[src/rtl/player_pkg.sv]
// -----------------------------------------------------------------------------
// player_pkg
// Shared definitions for both ends of the PPM optical link: the protocol
// state encoding, link framing constants and the derived default re-send
// timeout.
//
// Contents:
//   state_e          protocol FSM states (WAIT_RX, CHECK, SETTLE, ARM, BUSY)
//   N_PKT_DEFAULT    default packet width in bits
//   L, N_MOD,        PPM framing constants used to size the timeout
//   PRE_CT,
//   HISTORY_SIZE
//   timeout_cycles() default number of cycles to wait before re-sending
// -----------------------------------------------------------------------------
package player_pkg;

    typedef enum logic [2:0] {
        WAIT_RX = 3'd0,
        CHECK   = 3'd1,
        SETTLE  = 3'd2,
        ARM     = 3'd3,
        BUSY    = 3'd4
    } state_e;

    localparam int N_PKT_DEFAULT = 8;
    localparam int L             = 60;
    localparam int N_MOD         = 2;
    localparam int PRE_CT        = 2;
    localparam int HISTORY_SIZE  = 5;

    // Worst-case time for one packet to cross the link and be decoded, plus
    // margin for the decoder history window.
    function automatic int timeout_cycles();
        return (2**N_MOD * L) * (PRE_CT + N_PKT_DEFAULT / N_MOD) + 5 * HISTORY_SIZE;
    endfunction

endpackage

[src/rtl/player2_responder_timer.sv]
// -----------------------------------------------------------------------------
// response_timer
// Clear/enable counter that flags when TIMEOUT cycles of enabled counting
// have elapsed since the last clear. Saturates at TIMEOUT-1 so the expire
// flag stays up until the owner clears it. Shared by both link players.
//
// Ports:
//   clk       in   system clock
//   rst       in   asynchronous active-high reset
//   clear_i   in   restart the count from zero (wins over enable_i)
//   enable_i  in   count this cycle
//   expire_o  out  count has reached TIMEOUT-1
// -----------------------------------------------------------------------------
module response_timer
    import player_pkg::*;
#(
    parameter int TIMEOUT = timeout_cycles()
) (
    input  logic clk,
    input  logic rst,
    input  logic clear_i,
    input  logic enable_i,
    output logic expire_o
);

    localparam int TW = $clog2(TIMEOUT + 1);

    logic [TW-1:0] count_q;
    logic [TW-1:0] count_d;

    assign expire_o = (count_q == TW'(TIMEOUT - 1));

    always_comb begin
        count_d = count_q;
        if (clear_i) begin
            count_d = '0;
        end else if (enable_i && !expire_o) begin
            count_d = count_q + TW'(1);
        end
    end

    always_ff @(posedge clk or posedge rst) begin
        if (rst) begin
            count_q <= '0;
        end else begin
            count_q <= count_d;
        end
    end

endmodule

[src/rtl/player2_responder.sv]
// -----------------------------------------------------------------------------
// player2_responder
// Responding end of the PPM optical link. Each decoded packet is compared
// with the locally expected LFSR value. A match pulses
// expected_data_received (which advances the LFSR), waits for the LFSR to
// settle and transmits the fresh data2send. A malformed or mismatching
// packet, or silence for TIMEOUT cycles after a transmission, re-sends the
// last response.
//
// Optional build macro: RESPONDER_STATS_EN enables the good/bad/resend
// statistics counters; without it those ports are tied to zero.
//
// Ports:
//   clk, rst                 clock, asynchronous active-high reset
//   data2send                next response value from the LFSR
//   data_expected            value the initiator should have sent
//   expected_data_received   one-cycle pulse on a matching packet
//   data_DEC, avail_DEC,     decoder packet, packet-present flag and
//   error_DEC                malformed flag
//   read_DEC                 one-cycle decoder consume strobe
//   data_ENC                 packet to transmit, stable while encoding
//   start_ENC                one-cycle encoder start strobe
//   avail_ENC                encoder idle
//   good_count, bad_count,   statistics counters
//   resend_count
// -----------------------------------------------------------------------------
module player2_responder
    import player_pkg::*;
#(
    parameter int N_PKT   = N_PKT_DEFAULT,
    parameter int TIMEOUT = timeout_cycles(),
    parameter int SETTLE  = 2,
    parameter int CNT_W   = 32
) (
    input  logic             clk,
    input  logic             rst,
    input  logic [N_PKT-1:0] data2send,
    input  logic [N_PKT-1:0] data_expected,
    output logic             expected_data_received,
    input  logic [N_PKT-1:0] data_DEC,
    input  logic             avail_DEC,
    input  logic             error_DEC,
    output logic             read_DEC,
    output logic [N_PKT-1:0] data_ENC,
    output logic             start_ENC,
    input  logic             avail_ENC,
    output logic [CNT_W-1:0] good_count,
    output logic [CNT_W-1:0] bad_count,
    output logic [CNT_W-1:0] resend_count
);

    localparam int SW = (SETTLE > 1) ? $clog2(SETTLE) : 1;

    state_e           state_q,    state_d;
    logic [N_PKT-1:0] rx_data_q,  rx_data_d;
    logic             rx_err_q,   rx_err_d;
    logic             resend_q,   resend_d;
    logic [SW-1:0]    settle_q,   settle_d;
    logic             seen_low_q, seen_low_d;
    logic             has_sent_q, has_sent_d;
    logic [N_PKT-1:0] last_tx_q,  last_tx_d;
    logic [N_PKT-1:0] data_enc_q, data_enc_d;
    logic             read_q,     read_d;
    logic             start_q,    start_d;
    logic             match_q,    match_d;

    logic timer_clear;
    logic timer_en;
    logic timer_expire;
    logic good_inc;
    logic bad_inc;
    logic resend_inc;

    // The re-send timer only runs while idle waiting for the initiator, and
    // only once there is something to re-send.
    assign timer_en = (state_q == WAIT_RX) && has_sent_q;

    response_timer #(
        .TIMEOUT (TIMEOUT)
    ) u_timer (
        .clk      (clk),
        .rst      (rst),
        .clear_i  (timer_clear),
        .enable_i (timer_en),
        .expire_o (timer_expire)
    );

    // Next-state and registered-output logic. A waiting packet always wins
    // over a timer expiry in the same cycle. In ARM, a re-send with nothing
    // sent yet falls back to data2send, and only a real re-send is counted.
    always_comb begin
        state_d     = state_q;
        rx_data_d   = rx_data_q;
        rx_err_d    = rx_err_q;
        resend_d    = resend_q;
        settle_d    = settle_q;
        seen_low_d  = seen_low_q;
        has_sent_d  = has_sent_q;
        last_tx_d   = last_tx_q;
        data_enc_d  = data_enc_q;
        read_d      = 1'b0;
        start_d     = 1'b0;
        match_d     = 1'b0;
        timer_clear = 1'b0;
        good_inc    = 1'b0;
        bad_inc     = 1'b0;
        resend_inc  = 1'b0;

        case (state_q)
            WAIT_RX: begin
                if (avail_DEC) begin
                    read_d    = 1'b1;
                    rx_data_d = data_DEC;
                    rx_err_d  = error_DEC;
                    state_d   = CHECK;
                end else if (has_sent_q && timer_expire) begin
                    resend_d = 1'b1;
                    state_d  = ARM;
                end
            end

            CHECK: begin
                if (!rx_err_q && (rx_data_q == data_expected)) begin
                    match_d  = 1'b1;
                    good_inc = 1'b1;
                    settle_d = '0;
                    state_d  = player_pkg::SETTLE;
                end else begin
                    bad_inc  = 1'b1;
                    resend_d = 1'b1;
                    state_d  = ARM;
                end
            end

            player_pkg::SETTLE: begin
                if (settle_q == SW'(SETTLE - 1)) begin
                    resend_d = 1'b0;
                    state_d  = ARM;
                end else begin
                    settle_d = settle_q + SW'(1);
                end
            end

            ARM: begin
                if (avail_ENC) begin
                    if (resend_q && has_sent_q) begin
                        data_enc_d = last_tx_q;
                        last_tx_d  = last_tx_q;
                        resend_inc = 1'b1;
                    end else begin
                        data_enc_d = data2send;
                        last_tx_d  = data2send;
                    end
                    start_d    = 1'b1;
                    has_sent_d = 1'b1;
                    seen_low_d = 1'b0;
                    state_d    = BUSY;
                end
            end

            BUSY: begin
                if (!avail_ENC) begin
                    seen_low_d = 1'b1;
                end else if (seen_low_q) begin
                    timer_clear = 1'b1;
                    state_d     = WAIT_RX;
                end
            end

            default: begin
                state_d = WAIT_RX;
            end
        endcase
    end

    // State and output registers.
    always_ff @(posedge clk or posedge rst) begin
        if (rst) begin
            state_q    <= WAIT_RX;
            rx_data_q  <= '0;
            rx_err_q   <= 1'b0;
            resend_q   <= 1'b0;
            settle_q   <= '0;
            seen_low_q <= 1'b0;
            has_sent_q <= 1'b0;
            last_tx_q  <= '0;
            data_enc_q <= '0;
            read_q     <= 1'b0;
            start_q    <= 1'b0;
            match_q    <= 1'b0;
        end else begin
            state_q    <= state_d;
            rx_data_q  <= rx_data_d;
            rx_err_q   <= rx_err_d;
            resend_q   <= resend_d;
            settle_q   <= settle_d;
            seen_low_q <= seen_low_d;
            has_sent_q <= has_sent_d;
            last_tx_q  <= last_tx_d;
            data_enc_q <= data_enc_d;
            read_q     <= read_d;
            start_q    <= start_d;
            match_q    <= match_d;
        end
    end

    assign read_DEC               = read_q;
    assign start_ENC              = start_q;
    assign expected_data_received = match_q;
    assign data_ENC               = data_enc_q;

`ifdef RESPONDER_STATS_EN
    logic [CNT_W-1:0] good_q;
    logic [CNT_W-1:0] bad_q;
    logic [CNT_W-1:0] resend_cnt_q;

    // Statistics counters; they wrap silently.
    always_ff @(posedge clk or posedge rst) begin
        if (rst) begin
            good_q       <= '0;
            bad_q        <= '0;
            resend_cnt_q <= '0;
        end else begin
            if (good_inc) begin
                good_q <= good_q + CNT_W'(1);
            end
            if (bad_inc) begin
                bad_q <= bad_q + CNT_W'(1);
            end
            if (resend_inc) begin
                resend_cnt_q <= resend_cnt_q + CNT_W'(1);
            end
        end
    end

    assign good_count   = good_q;
    assign bad_count    = bad_q;
    assign resend_count = resend_cnt_q;
`else
    logic unused_stats;
    assign unused_stats = good_inc ^ bad_inc ^ resend_inc;

    assign good_count   = '0;
    assign bad_count    = '0;
    assign resend_count = '0;
`endif

endmodule

[config.mk]
export PLATFORM = sky130hd
export DESIGN_NAME = player2_responder
export DESIGN_NICKNAME = d
export VERILOG_FILES = /design/src/rtl/player_pkg.sv /design/src/rtl/player2_responder_timer.sv /design/src/rtl/player2_responder.sv
export SDC_FILE = /design/constraint.sdc
export NUM_CORES = 1
export LEC_CHECK = 0
export ABC_CLOCK_PERIOD_IN_PS = 3430
export CORE_UTILIZATION = 43
export CTS_BUF_LIST = sky130_fd_sc_hd__clkbuf_4 sky130_fd_sc_hd__clkbuf_8 sky130_fd_sc_hd__clkbuf_16
export DETAILED_ROUTE_END_ITERATION = 8
export PLACE_DENSITY_LB_ADDON = 0.15
export REMOVE_ABC_BUFFERS = 1
export SYNTH_ARGS = -nofsm -noshare
export SYNTH_HDL_FRONTEND = slang
export SYNTH_SLANG_ARGS = --single-unit
export TNS_END_PERCENT = 10
[constraint.sdc]
create_clock -name clk -period 3.43 [get_ports clk]
set_input_delay 0.686 -clock clk [delete_from_list [all_inputs] [get_ports clk]]
set_output_delay 0.686 -clock clk [all_outputs]
set_load 0.1 [all_outputs]
# After elaboration in Yosys (flattened, before gate mapping)

Cells that the tools add are included.

Register bits after elaboration: 38
Memory bits (writable): 0
Input bits: 29
Memory bits (read-only): 0
Bits in latches: 0
Memories: 0
Word-level logic and storage cells: 81
Output and inout bits: 107

Mux-type cells: 31
Shifts and indexed selects: 0
$mul: 0
Div/mod/pow operators: 0
$lt $le $gt $ge: 0
Reduce and logical (&&, ||, !) cells: 19
Add/subtract/negate cells: 2
Eq/ne operators: 16
Bitwise gates (word level): 1

Operator list:

| operator                                             | number |
|---|---|
| two-way mux 11 bit                                   | 2 |
| two-way mux 1 bit                                    | 18 |
| two-way mux 3 bit                                    | 6 |
| != test 2 bit (second input constant)                | 8 |
| case mux 3 bit (5 select lines)                      | 1 |
| adder 11 x 1 -> 11 bit (second input constant)       | 1 |
| equality test 11 bit (second input constant)         | 1 |
| AND reduction 5 bit                                  | 2 |
| equality test 8 bit                                  | 1 |
| two-way mux 8 bit                                    | 1 |
| equality test 3 x 2 -> 1 bit (second input constant) | 2 |
| AND reduction 2 bit                                  | 3 |
| AND reduction 3 bit                                  | 2 |
| nonzero test 2 bit                                   | 3 |
| logical AND 1 bit                                    | 5 |
| case mux 1 bit (2 select lines)                      | 2 |
| equality test 3 x 1 -> 1 bit (second input constant) | 1 |
| equality test 3 bit (second input constant)          | 1 |
| zero test 3 bit                                      | 1 |
| != test 3 x 2 -> 1 bit (second input constant)       | 1 |
| case mux 1 bit (3 select lines)                      | 1 |
| nonzero test 3 bit                                   | 1 |
| zero test 1 bit                                      | 2 |
| != test 2 x 1 -> 1 bit (second input constant)       | 1 |
| 2 further kinds                                      | 2 |

# Logic depth before layout (Yosys ltp)

Gate-level depths: netlist of the first run.

Word-level depth: 5
Mapped depth: 7
Gate-level depth less buffers: 7

# Cells and area by module

From an unflattened synthesis of the first run, not the netlist that was laid out.

Cell total of the unflattened synthesis: 271
Area, all modules: 2673.8 µm²

By module, submodules not included:

| module            | area each (µm²) | times used | cells an instance | seq. area each (µm²) |
|---|---|---|---|---|
| player2_responder | 1999.4          | 1          | 198               | 675.6 |
| response_timer    | 674.4           | 1          | 73                | 275.3 |

# Worst setup path before layout of the first run

No wires, ideal clock.

Path type: register to register
Start point: reg state_q[2]
End point: reg u_timer.count_q[6]
Cell stages (with the launch flop): 7
Setup time: 0.124 ns
Clock period less this slack: 1.828 ns
Buffers on the path: 1
Path slack: 1.602 ns
Required time: 3.306 ns
Arrival: 1.704 ns
Cell sequence: dfrtp_1 > buf_6 > or4b_4 > a31oi_4 > and4_4 > nand3_2 > mux2i_1

Longest elaborated chain between the ends: 4
Elaborated cells on any way between the ends: 7
Classes of those cells: eq/ne (1); mux (2); reduce/logical (4)

Ends and longest elaborated chain:

| element                             | RTL line                      | source |
|---|---|---|
| start, declared                     | player2_responder.sv:54       | `state_e state_q, state_d;` |
| start signal, assigned              | player2_responder.sv:192      | `state_q <= state_d;` |
| zero test 3 bit                     | player2_responder.sv:76       | `assign timer_en = (state_q == WAIT_RX) && has_sent_q;` |
| logical AND 1 bit                   | player2_responder.sv:76       |  |
| logical AND 1 bit                   | player2_responder_timer.sv:37 | `end else if (enable_i && !expire_o) begin` |
| nonzero test 2 bit (no source line) | --                            |  |
| end signal, assigned                | player2_responder_timer.sv:46 | `count_q <= count_d;` |
| end, declared                       | player2_responder_timer.sv:28 | `logic [TW-1:0] count_q;` |

Several ways; a longest one is shown, not always the timed one.
A chain may end at the register's enable or synchronous reset.

# Worst setup path after layout of the first run

Start point: reg data_enc_q[6] (netlist: data_ENC[6])
End point: out data_ENC[6]

RTL lines:

| element                | RTL line                 | source |
|---|---|---|
| start, declared        | player2_responder.sv:62  | `logic [N_PKT-1:0] data_enc_q, data_enc_d;` |
| start signal, assigned | player2_responder.sv:200 | `data_enc_q <= data_enc_d;` |
| end, declared          | player2_responder.sv:44  | `output logic [N_PKT-1:0] data_ENC,` |

No word-level cell between the ends.

==> results of run 1 <==
-- flip-flops by register name, indices dropped and copies added (netlist names) --
name	count
rx_err_q	1
has_sent_q	1
start_ENC	1
seen_low_q	1
read_DEC	1
settle_q	1
resend_q	1
expected_data_received	1
rx_data_q	8
u_timer.count_q	11
data_ENC	8
state_q	3
-- cells in the mapped netlist (2+ instances only) --
cell type  instances
buf_4             96
xnor2_1           12
ha_1               2
nand2b_1           2
nor4_1             2
nand2_1            8
nand4_1            7
inv_1              7
a21oi_1            6
a31oi_1            2
mux2_2            17
clkbuf_1           4
and3_1             6
nor3_1             4
nor2_1            17
o21ai_0            2
nand3_1            8
dfrtp_1           38
xor2_1             5
-- through the flow --
stage               worst slack, ns  power, mW  hold slack [ns]  utilization (%)
CTS                           0.959       2.75            0.501             49.1
floorplan                      1.62       2.10            0.461                -
global placement               1.19       2.35            0.488             47.1
finish                        0.976       2.73            0.496             49.1
detailed placement             1.14       2.36            0.492             47.1
global route                  0.910       2.88            0.539             49.1
-- power by group through the flow --
stage | registers (mW) | clock network, mW | logic (mW)
after detailed placement | 0.843 | 0 | 1.52
final | 0.832 | 0.382 | 1.51
after CTS | 0.834 | 0.396 | 1.52
after floorplan | 1.19 | 0 | 0.909
after global placement | 0.840 | 0 | 1.51
after global routing | 0.870 | 0.413 | 1.60
-- layer usage --
metal / track usage [%] / vias up / wire (um)
met5: 0 / - / 0
met4: 5.00 / 0 / 59
met3: 3.72 / 6 / 377
met2: 19.2 / 105 / 1680
met1: 15.8 / 707 / 1500
li1: - / 736 / -
-- cell type report --
type | count | area, um2
clock buffer | 6 | 82.6
clock inverter | 1 | 30.0
fill | 524 | 2840
inverter | 7 | 26.3
multi-input combinational | 206 | 1150
sequential | 38 | 951
tap | 72 | 90.1
timing repair buffer | 41 | 405
-- cell families (layout without fill, tap and decap cells) --
kind of cell	Yosys count	in the layout	share of synthesized area [%]
buffers and inverters	108	55	30.7
and+or+nand+nor	61	61	13.3
DFF	38	38	37.7
muxes	18	18	7.99
xor gates and xnor gates	17	17	5.91
AOI/OAI and AO/OA	12	12	3.28
adders and majority gates	2	2	0.993
other	1	96	0.149
-- how the worst max path moves through the flow --
stage / to / slack, ns / cells after the start
2_1_floorplan: u_timer.count_q[6]$_DFFE_PP0P_ / 1.62 / 5
4_1_cts: data_ENC[2] / 0.96 / 1
6_report: data_ENC[6] / 0.98 / 1
5_1_grt: data_ENC[2] / 0.91 / 1
3_5_place_dp: data_ENC[6]$_DFFE_PP0P_ / 1.14 / 5
3_3_place_gp: data_ENC[0]$_DFFE_PP0P_ / 1.19 / 5
==> metrics.md, run 1 <==
| Metric | Value |
|---|---|
| Synth area leaders | dfrtp_1 (38%), buf_4 (29%), mux2_2 (7.6%) |
| Sequential share of the synthesized area | 37.7% |
| # port buffers | 39 |
| Top_reg_cell synth | dfrtp_1 |
| Register bit total from synthesis | 38 |
| Internal | 1.27 mW |
| PwrDens | 995 mW/mm2 |
| Area Overhead vs Synth | 8.64% |
| Syn Area/Cell | 9.81 um2 |
| Placed Instances | 364 |
| Starting Density | 45.2% |
| Hold Vio Cnt, Final | 0 |
| Nets | 330 |
| Worst R2R Path Depth | 5 |
| Post-CTS setup buffers | 0 |
| Top-area cell type share of the netlist area | 37.7% |
| CTS Root Cell | clkbuf_8 |
| Pin count of the biggest net entering global routing | 39 |
| RR Startpoint | state_q[1]$_DFFE_PP0P_ |
| Die outline width | 78.6 um |
| Global Route Usage Sum | 12.3% |
| Area leader, netlist | dfrtp_1 |
| Max-cap violations | 0 |
| Register-to-register path setup slack | 1.46 ns |
| CTS clk-pin slew, worst paths | 0.07 ns |
| Final Skew | 0.00629 ns |
| Distinct cells, synth | 31 |
| Net Sw Power | 1.45 mW |
| Final setup violating endpoints | 0 |
| Yosys warning total | 0 |
| Slew margin rel. | 34.0% |
| Fin crit share | 71.5% |
| CTS tree | built |
| Crit path launch type | register |
| CP arrival | 1.77 ns |
| Core Rows | 27 |
| Post-CTS sizing | 0 |
| CP endpoint kind | primary output |
| Post-Syn Area | 0.00252 mm2 |
| # IOs | 136 |
| Initial antenna violation count | 0 |
| Global-route wire length before repair | 5890 um |
| Die area | 0.00617 mm2 |
| Clock Path Buffers | 2 |
| Switching share of power | 53.3% |
| WS Path Type | register to primary output |
| Total negative slack for setup checks | 0 ns |
| FFs w/ async S/R, synth | 100% |
| Drt drc | 0 |
| Crit path buf inv count | 1 |
| Detailed Route Iter0 Violations | 73 |
| Reg2Reg Capture Point | u_timer.count_q[6]$_DFFE_PP0P_ |
| Pleak | 1.29 nW |
| Fmax | 408 MHz |
| Clk pwr share | 14.0% |
| Delay-heaviest family, CP | buffers and inverters |
| DR WL/cell | 9.75 um |
| Gpl congestion | 0.725 |
| DP Wirelength | 2730 um |
| ANT cells | 0 |
| Vias in the first global route | 1,306 |
| DR vias/cell | 4.19 |
| Sequential Power Share | 30.5% |
| Worst-margin pin slew | 0.987 ns |
| Fin. max-slew vios | 0 |
| First-pass DRT Iterations | 4 |
| CP cell instances | clkdlybuf4s50_1 |
| Post-DP Area | 0.00263 mm2 |
| Non-filler cells, final | 371 |
| Hold EP | u_timer.count_q[6]$_DFFE_PP0P_ |
| Grt ovf | 0 |
| Cells after synthesis | 257 |
| CTS Buf Count | 5 |
| Worst setup startpoint | data_ENC[6]$_DFFE_PP0P_ |
| Critical path fanouts, max | 2 |
| Gate power share | 55.5% |
| Minimum clock period | 2.45 ns |
| Routed wire length | 3620 um |
| Most common cell after layout, fill and taps aside | conb_1 |
| Die span in y | 78.6 um |
| Worst path max stage delay | 1.13 ns |
| Crit path required time | 2.74 ns |
| Post-route cell area | 0.00274 mm2 |
| Worst path slowest cell | clkdlybuf4s50_1 |
| Worst Hold Class | register to register |
| Commonest non-fill, non-tap cells in the layout | conb_1 (96), clkdlybuf4s50_1 (39), dfrtp_1 (38) |
| Outcome | complete, no violations |
| HP Start | u_timer.count_q[6]$_DFFE_PP0P_ |
| Worst hold stages | 1 |
| Post-DRT Antenna Nets | 0 |
| Share of layout cells above drive strength 1 | 10.4% |
| Hold Buf Count CTS | 0 |
| Worst ir drop on vdd | 0.561 mV |
| RSZ-0062 raised after global routing | no |
| CTS sink count | 38 |
| H-tree lvl count | 2 |
| Count of flip-flops with a built-in enable after synthesis | 0 |
| Clock Latency Late Sink | 0.28 ns |
| Vias | 1,554 |
| Core area | 0.00557 mm2 |
(Power assumes the default switching activity.)
==> run 2, diff against run 1 <==
--- a/config.mk
+++ b/config.mk
@@ -5,8 +5,8 @@
 export SDC_FILE = /design/constraint.sdc
 export NUM_CORES = 1
 export LEC_CHECK = 0
-export ABC_CLOCK_PERIOD_IN_PS = 3430
-export CORE_UTILIZATION = 43
+export ABC_CLOCK_PERIOD_IN_PS = 2009
+export CORE_UTILIZATION = 36
 export CTS_BUF_LIST = sky130_fd_sc_hd__clkbuf_4 sky130_fd_sc_hd__clkbuf_8 sky130_fd_sc_hd__clkbuf_16
 export DETAILED_ROUTE_END_ITERATION = 8
 export PLACE_DENSITY_LB_ADDON = 0.15
==> constraint.sdc (replaced) <==
create_clock -name clk -period 2.01 [get_ports clk]
set_input_delay 0.402 -clock clk [delete_from_list [all_inputs] [get_ports clk]]
set_output_delay 0.402 -clock clk [all_outputs]
set_load 0.1 [all_outputs]
==> run 2 against run 1 <==
Against the previous run: clock power grew 66%; clock skew grew 0.0013 ns; die area grew 19%; routed wire length grew 6.4%; utilization shrank 8.1 points; design area grew 1.9%; sequential cell count is the same; critical endpoint is now u_timer.count_q[6]$_DFFE_PP0P_.
==> metrics.md, run 2 (synthesis gave the netlist of run 1 again) <==
| Metric | Value |
|---|---|
| Vias | 1,569 (+0.97%) |
| Commonest non-fill, non-tap cells in the layout | conb_1 (96), dfrtp_1 (38), clkdlybuf4s50_1 (28) |
| Pleak | 1.34 nW (+3.9%) |
| Hold Buf Count CTS | 0 (unchanged) |
| CTS Buf Count | 5 (unchanged) |
| Die outline width | 85.7 um (+9.1%) |
| Post-DP Area | 0.00268 mm2 (+2.1%) |
| Gate power share | 57.8% (+2.3 points) |
| Global Route Usage Sum | 11.0% (-1.3 points) |
| Post-route cell area | 0.00279 mm2 (+1.9%) |
| Initial antenna violation count | 0 (unchanged) |
| # IOs | 136 (unchanged) |
| Hold Vio Cnt, Final | 0 (unchanged) |
| Clk pwr share | 13.6% (-0.4 points) |
| Share of layout cells above drive strength 1 | 16.3% (+5.9 points) |
| DR vias/cell | 3.89 (-7.1%) |
| Worst R2R Path Depth | 5 (unchanged) |
| Post-CTS sizing | 0 (unchanged) |
| Die span in y | 85.7 um (+9.1%) |
| Max-cap violations | 0 (unchanged) |
| DP Wirelength | 2870 um (+5.1%) |
| CTS clk-pin slew, worst paths | 0.08 ns (about the same) |
| Global-route wire length before repair | 6230 um (+5.9%) |
| Switching share of power | 53.7% (+0.42 points) |
| Clock Latency Late Sink | 0.29 ns (about the same) |
| H-tree lvl count | 2 (unchanged) |
| WS Path Type | register to register |
| ANT cells | 0 (unchanged) |
| Core Rows | 30 (+11%) |
| Final Skew | 0.00763 ns (+0.00134 ns) |
| Total negative slack for setup checks | 0 ns (unchanged) |
| Crit path required time | 2.18 ns (-0.56 ns) |
| Net Sw Power | 2.52 mW (+73%) |
| Worst Hold Class | register to register |
| Crit path launch type | register |
| Internal | 2.17 mW (+70%) |
| HP Start | data_ENC[0]$_DFFE_PP0P_ |
| Die area | 0.00734 mm2 (+19%) |
| Critical path fanouts, max | 5 (+3) |
| Post-DRT Antenna Nets | 0 (unchanged) |
| Worst path slowest cell | or4b_4 |
| Largest register FFs | 11 (unchanged) |
| Register-to-register path setup slack | 0.27 ns (-1.19 ns) |
| Post-CTS setup buffers | 0 (unchanged) |
| PwrDens | 1680 mW/mm2 (+69%) |
| Minimum clock period | 1.74 ns |
| Fin crit share | 86.7% |
| CP arrival | 1.92 ns (+0.15 ns) |
| Grt ovf | 0 (unchanged) |
| DR WL/cell | 9.55 um (-2.0%) |
| CP cell instances | or4b_4 -> a31oi_4 -> and4_4 -> nand3_2 -> mux2i_1 |
| Reg2Reg Capture Point | u_timer.count_q[6]$_DFFE_PP0P_ |
| CTS sink count | 38 (unchanged) |
| Gpl congestion | 0.818 (+13%) |
| Worst path max stage delay | 0.57 ns (-0.56 ns) |
| Worst ir drop on vdd | 0.405 mV (-28%) |
| CTS tree | built |
| Largest reg by FF count | u_timer.count_q |
| Pin count of the biggest net entering global routing | 39 (unchanged) |
| Area Overhead vs Synth | 10.7% |
| # port buffers | 39 (unchanged) |
| Worst hold stages | 1 (unchanged) |
| Hold EP | data_ENC[0]$_DFFE_PP0P_ |
| Detailed Route Iter0 Violations | 43 (-41%) |
| Sequential Power Share | 28.6% (-1.9 points) |
| Vias in the first global route | 1,378 (+5.5%) |
| First-pass DRT Iterations | 4 (unchanged) |
| Drt drc | 0 (unchanged) |
| RSZ-0062 raised after global routing | no |
| Outcome | complete, no violations |
| Final setup violating endpoints | 0 (unchanged) |
| Most common cell after layout, fill and taps aside | conb_1 |
| CTS Root Cell | clkbuf_8 |
| Fin. max-slew vios | 0 (unchanged) |
| Routed wire length | 3850 um (+6.4%) |
| Starting Density | 37.1% (-8.1 points) |
| Clock Path Buffers | 2 (unchanged) |
| Fmax | 574 MHz |
| CP endpoint kind | register |
| Core area | 0.00679 mm2 (+22%) |
| RR Startpoint | state_q[2]$_DFFE_PP0P_ |
| Nets | 337 (+2.1%) |
-- run 2: cell count changes in the layout (fill, tap and decap cells not counted) --
cell / previous run / this run
buf_4: 2 / 20
clkinv_2: 0 / 2
clkbuf_8: 6 / 5
clkdlybuf4s50_1: 39 / 28
-- run 2: per-layer routing --
layer  track usage [%]  wire [um]  vias up
li1                  -          -      749
met1              13.7       1730      727
met2              17.4       1760       86
met3              3.18        274        7
met4              5.45         85        0
met5                 0          0        -
-- run 2: metrics by stage --
| step | std cells | hold slack [ns] | power, mW | worst slack [ns] | utilization [%] |
|---|---|---|---|---|---|
| 5_1_grt | 403 | 0.537 | 4.96 | 0.136 | 41.0 |
| 4_1_cts | 403 | 0.515 | 4.74 | 0.248 | 41.0 |
| 3_5_place_dp | 395 | 0.496 | 4.08 | -0.00158 | 39.4 |
| 2_1_floorplan | 251 | 0.461 | 3.58 | 0.195 | - |
| 3_3_place_gp | 395 | 0.489 | 4.06 | 0.0410 | 39.4 |
| 6_report | 403 | 0.510 | 4.68 | 0.267 | 41.0 |
-- run 2: how the worst max path moves through the flow --
stage | start | to
final | state_q[2]$_DFFE_PP0P_ | u_timer.count_q[6]$_DFFE_PP0P_
after floorplan | state_q[1]$_DFFE_PP0P_ | u_timer.count_q[6]$_DFFE_PP0P_
after global routing | state_q[2]$_DFFE_PP0P_ | u_timer.count_q[9]$_DFFE_PP0P_
after CTS | state_q[2]$_DFFE_PP0P_ | u_timer.count_q[6]$_DFFE_PP0P_
after detailed placement | avail_ENC | data_ENC[6]$_DFFE_PP0P_
after global placement | avail_ENC | data_ENC[7]$_DFFE_PP0P_
-- run 2: power groups by stage --
stage | logic [mW] | registers (mW) | clock network, mW
6_report | 2.71 | 1.34 | 0.636
5_1_grt | 2.86 | 1.40 | 0.698
4_1_cts | 2.73 | 1.35 | 0.664
3_5_place_dp | 2.73 | 1.36 | 0
3_3_place_gp | 2.71 | 1.36 | 0
2_1_floorplan | 1.55 | 2.03 | 0
-- run 2: final cells by class --
class,instances,area (um2)
clock buffer,5,68.8
clock inverter,3,40.0
fill,680,4010
inverter,7,26.3
multi-input combinational,206,1150
sequential,38,951
tap,96,120
timing repair buffer,48,430
-- run 2: worst max-delay path, delay by kind of cell (launching register included) --
kind	cells	cell delay, ns
DFF	1	0.38
AOI/OAI and AO/OA	1	0.21
muxes	1	0.12
and+or+nand+nor	3	0.91
==> RTL edit 1, RTL diff (settings of run 2) <==
The output `start_ENC` loses its register stage (`start_q` becomes a continuous assignment).
--- a/src/rtl/player2_responder.sv
+++ b/src/rtl/player2_responder.sv
@@ -187,5 +187,4 @@
             data_enc_q <= '0;
             read_q     <= 1'b0;
-            start_q    <= 1'b0;
             match_q    <= 1'b0;
         end else begin
@@ -200,8 +199,9 @@
             data_enc_q <= data_enc_d;
             read_q     <= read_d;
-            start_q    <= start_d;
             match_q    <= match_d;
         end
     end
+
+    assign start_q = start_d;
 
     assign read_DEC               = read_q;
Check against the original RTL: not equivalent (Yosys sat finds a counterexample within 4 cycles, from zero or initial values and one cycle with rst high).
==> RTL edit 1 against run 2 <==
- sequential cell count fell by 1
- synthesized cell count did not move
- maximum frequency fell by 5.0%
- total power rose by 0.51%
- combinational power rose by 3%
- setup slack got worse by 0.092 ns
- count of clock-buffer cells in the layout rose by 2
- cell count fell by 3.7%
- design area fell by 0.54%
- hold slack got worse by 0.0086 ns
- area after synthesis fell by 0.30%
- clock power fell by 15%
- routed wire length rose by 2.4%
- largest power group unchanged
- highest routed layer unchanged
==> RTL edit 1: results (changes against run 2) <==
- The flow ran to the end, and the final reports show no timing, DRC or antenna violations.
- The antenna diode count is 0 (unchanged).
- The weighted congestion reported at the end of routability-driven placement is 0.757 (-7.4%).
- The cell area power density is 1700 mW/mm2 (+1.1%).
- The total of fill cells in the finished design is 713 (+4.9%).
- The HPWL after detailed placement is 2.98 mm (+4.1%).
- The number of stages on the worst hold path is 1 (unchanged).
- The aggregate global-route resource usage was 11.2% (+0.19 points).
- The final worst clock skew is 0.00616 ns (-0.00147 ns).
- The portion of the post-synthesis area used by sequential elements is 36.9% (-0.88 points).
- The root cell of the clock tree is clkbuf_8.
- The maximum number of pins on one net before global-route repair is 38 (-2.6%).
- The worst stage delay on the critical path is 0.50 ns (-0.07 ns).
- The layout cell share with drive strength beyond 1 came to 16.6% (+0.27 points).
- The cell depth of the worst flop-to-flop path is 7 (+2).
- The leakage power summed over all cells was 1.31 nW (-2.1%).
- Counting instances in the post-synthesis netlist gives the leading cell types as 96 x buf_4, 37 x dfrtp_1, 20 x nor2_1.
- The largest fanout on the critical path is 3 (-2).
- The ratio of routed vias to standard cells is 4.08 (+4.7%).
- The total wirelength of the detailed-routed design was 3.94 mm (+2.4%).
- The instance area after placement was 0.00268 mm2 (+0.14%).
- The worst voltage drop across the vdd grid came to 0.842 mV (+110%).
- By area the synthesized netlist is led by dfrtp_1 37%, buf_4 29%, mux2_2 6.7%.
- The via count of the first global-routing pass is 1344 (-2.5%).
- The slowest stage of the critical path belongs to the cell clkdlybuf4s50_1.
- The number of nets in the layout is 339 (+0.59%).
- The cell family with the largest share of critical-path delay is buffers and inverters.
- The data arrival at the endpoint of the critical path is 1.43 ns (-0.49 ns).
- The post-synthesis cell type count came to 38 (+23%).
- The number of violations reported at the end of detailed-routing iteration 0 was 35 (-19%).
- The global-route wire length before repair was 6.30 mm (+1.1%).
RTL edit 1: changes by cell type in the layout (fill, tap and decap cells not counted), sizes merged, moves of 3 or more:
cell / run 2 / this run
inv: 7 / 3
nor2: 17 / 21
and3: 6 / 3
nand4: 7 / 4
RTL edit 1: cells by family after synthesis:
family,share of synthesized area (%)
flops,36.9
mux,7.62
fa+ha+maj,0.996
xor+xnor,6.27
other cells,0.149
buf+inv,30.0
compound gates,3.54
simple gates,14.5
RTL edit 1: layer usage:
| layer | vias up | routed length, um | track usage [%] |
|---|---|---|---|
| li1 | 757 | - | - |
| met5 | - | 0 | 0 |
| met3 | 6 | 227 | 3.37 |
| met2 | 77 | 1990 | 18.7 |
| met4 | 0 | 50 | 3.64 |
| met1 | 742 | 1680 | 13.8 |
RTL edit 1: final timing paths:
| path | from | endpoint | slack [ns] |
|---|---|---|---|
| max | avail_ENC | start_ENC | 0.18 |
| min | data_ENC[1]$_DFFE_PP0P_ | data_ENC[1]$_DFFE_PP0P_ | 0.50 |
| max reg2reg | u_timer.count_q[0]$_DFFE_PP0P_ | resend_q$_DFFE_PP0P_ | 0.23 |
| min reg2reg | data_ENC[1]$_DFFE_PP0P_ | data_ENC[1]$_DFFE_PP0P_ | 0.50 |
| max in group asynchronous | rst | data_ENC[1]$_DFFE_PP0P_ | 1.15 |
| min in group asynchronous | rst | data_ENC[7]$_DFFE_PP0P_ | 0.51 |
RTL edit 1: power groups by stage:
stage	Clock [W]	Combinational (W)	Sequential, W
CTS	0.000559	0.00282	0.00137
global placement	0	0.00280	0.00138
detailed placement	0	0.00282	0.00138
global route	0.000596	0.00297	0.00142
floorplan	0	0.00163	0.00200
finish	0.000540	0.00280	0.00137
RTL edit 1: per-stage QoR:
step	instances	setup TNS, ns	setup slack (ns)	hold slack [ns]
global placement	381	0	0.0183	0.483
CTS	388	0	0.165	0.504
finish	388	0	0.175	0.501
detailed placement	381	0	0.0425	0.488
global route	388	0	0.0870	0.529
floorplan	251	-9.22	-1.09	0.459
RTL edit 1: final cells by class:
cell class / count / share of cell area, %
inverter: 3 / 0.406
tap: 80 / 3.61
timing repair buffer: 50 / 16.5
multi-input combinational: 211 / 42.9
clock buffer: 7 / 3.25
sequential: 37 / 33.4
==> RTL edit 2, RTL diff (flow settings as in run 2) <==
Made on the original files. The option `RESPONDER_STATS_EN` is turned on by a define.
--- a/src/rtl/player2_responder.sv
+++ b/src/rtl/player2_responder.sv
@@ -25,4 +25,6 @@
 //   resend_count
 // -----------------------------------------------------------------------------
+`define RESPONDER_STATS_EN
+
 module player2_responder
     import player_pkg::*;
Function: changed (Yosys sat finds a counterexample within 4 cycles, from zero or initial values and one cycle with rst high).
==> RTL edit 2 against run 2 <==
- the flow now finishes with violations (setup timing)
- total power increased by 120%
- combinational power increased by 39%
- routed wire length rose to 3.7 times the old value
- sequential cell count up 96
- die area increased by 140%
- design area grew to 3.1 times the old value
- synthesized cell count is 120% higher
- setup slack worse by 0.33 ns
- area after synthesis up 140%
- critical path type unchanged
==> RTL edit 2: results (changes against run 2) <==
- The run finished, with violations left.
- The checks that failed: setup timing.
- The vias after detailed routing is 4731 (+200%).
- The fraction of area in clock buffers and inverters was 6.27% (+2.4 points).
- The horizontal die dimension is 132 um (+55%).
- The final worst setup slack is -0.0675 ns (-0.335 ns).
- The number of nets in the layout is 781 (+130%).
- The met2 wirelength from detailed routing is 6.98 mm (+300%).
- The number of violations reported at the end of detailed-routing iteration 0 is 199 (+360%).
- The net load switching power was 0.00398 W (+58%).
- The worst stage delay on the critical path is 0.43 ns (-0.14 ns).
- The HPWL after detailed placement came to 10.4 mm (+260%).
- The met1 usage is 22.2% (+8.5 points).
- The quantity of I/O buffers inserted on ports is 135 (+250%).
- The total number of multi-input combinational cells is 389 (+89%).
- Ranked by total cell area, the synthesized netlist is headed by dfrtp_1 55%, xnor2_1 11%, xor2_1 4.6%.
- The fraction of area in registers is 38.4% (+4.3 points).
- The met1 wire length came to 6.51 mm (+280%).
- The ratio of routed vias to standard cells is 4.84 (+24%).
- The met2 track demand over resource was 27.7% (+10 points).
- In this run the worst hold path is classified as in -> async.
- The slowest stage of the critical path belongs to the cell or4_4.
- The aggregate global-route resource usage is 17.3% (+6.4 points).
- The weighted congestion reported at the end of routability-driven placement is 0.770 (-5.9%).
- The adder-cell share of the synthesized area is 1.02% (+0.029 points).
- The number of failing setup endpoints in the final timing report is 2 (+2).
- The clock network power is 0.00291 W (+360%).
- The area share of xor/xnor cells in the synthesized design is 15.5% (+9.6 points).
- The relative area of non-clock buffer cells in the final design is 19.7% (+4.2 points).
- The worst-case setup slack after placement came to -0.396 ns (-0.394 ns).
- The portion of the post-synthesis area used by sequential elements is 54.8% (+17 points).
- The total of fill cells in the finished design is 1488 (+120%).
- The worst voltage drop across the vdd grid is 1.15 mV (+180%).
- The post-synthesis cell type count was 40 (+29%).
- The total negative slack for setup checks came to -0.0684 ns (-0.0684 ns).
- The final worst clock skew is 0.00880 ns (+0.00117 ns).
- The number of cells produced by synthesis is 553 (+120%).
- The CTS clock-pin slew for the worst setup and hold paths came to 0.06 ns (-0.02 ns).
- The global-route wire length before repair came to 24.0 mm (+290%).
## RTL edit 2: cell count changes after synthesis, sizes merged, moves of 17 or more
| cell | before | now |
|---|---|---|
| buf | 97 | 3 |
| dfrtp | 38 | 134 |
| nand2 | 8 | 45 |
| nand3 | 9 | 50 |
| nand4 | 7 | 24 |
| nor3 | 4 | 29 |
| xnor2 | 12 | 76 |
| xor2 | 5 | 32 |
## RTL edit 2: final timing paths
| kind | to | slack (ns) |
|---|---|---|
| max reg2reg | good_count[15]$_DFFE_PP0P_ | -0.07 |
| min in group clk | bad_count[31]$_DFFE_PP0P_ | 0.48 |
| max in group asynchronous | bad_count[27]$_DFFE_PP0P_ | 1.11 |
| max | good_count[15]$_DFFE_PP0P_ | -0.07 |
| min reg2reg | bad_count[31]$_DFFE_PP0P_ | 0.48 |
| min | resend_count[9]$_DFFE_PP0P_ | 0.37 |
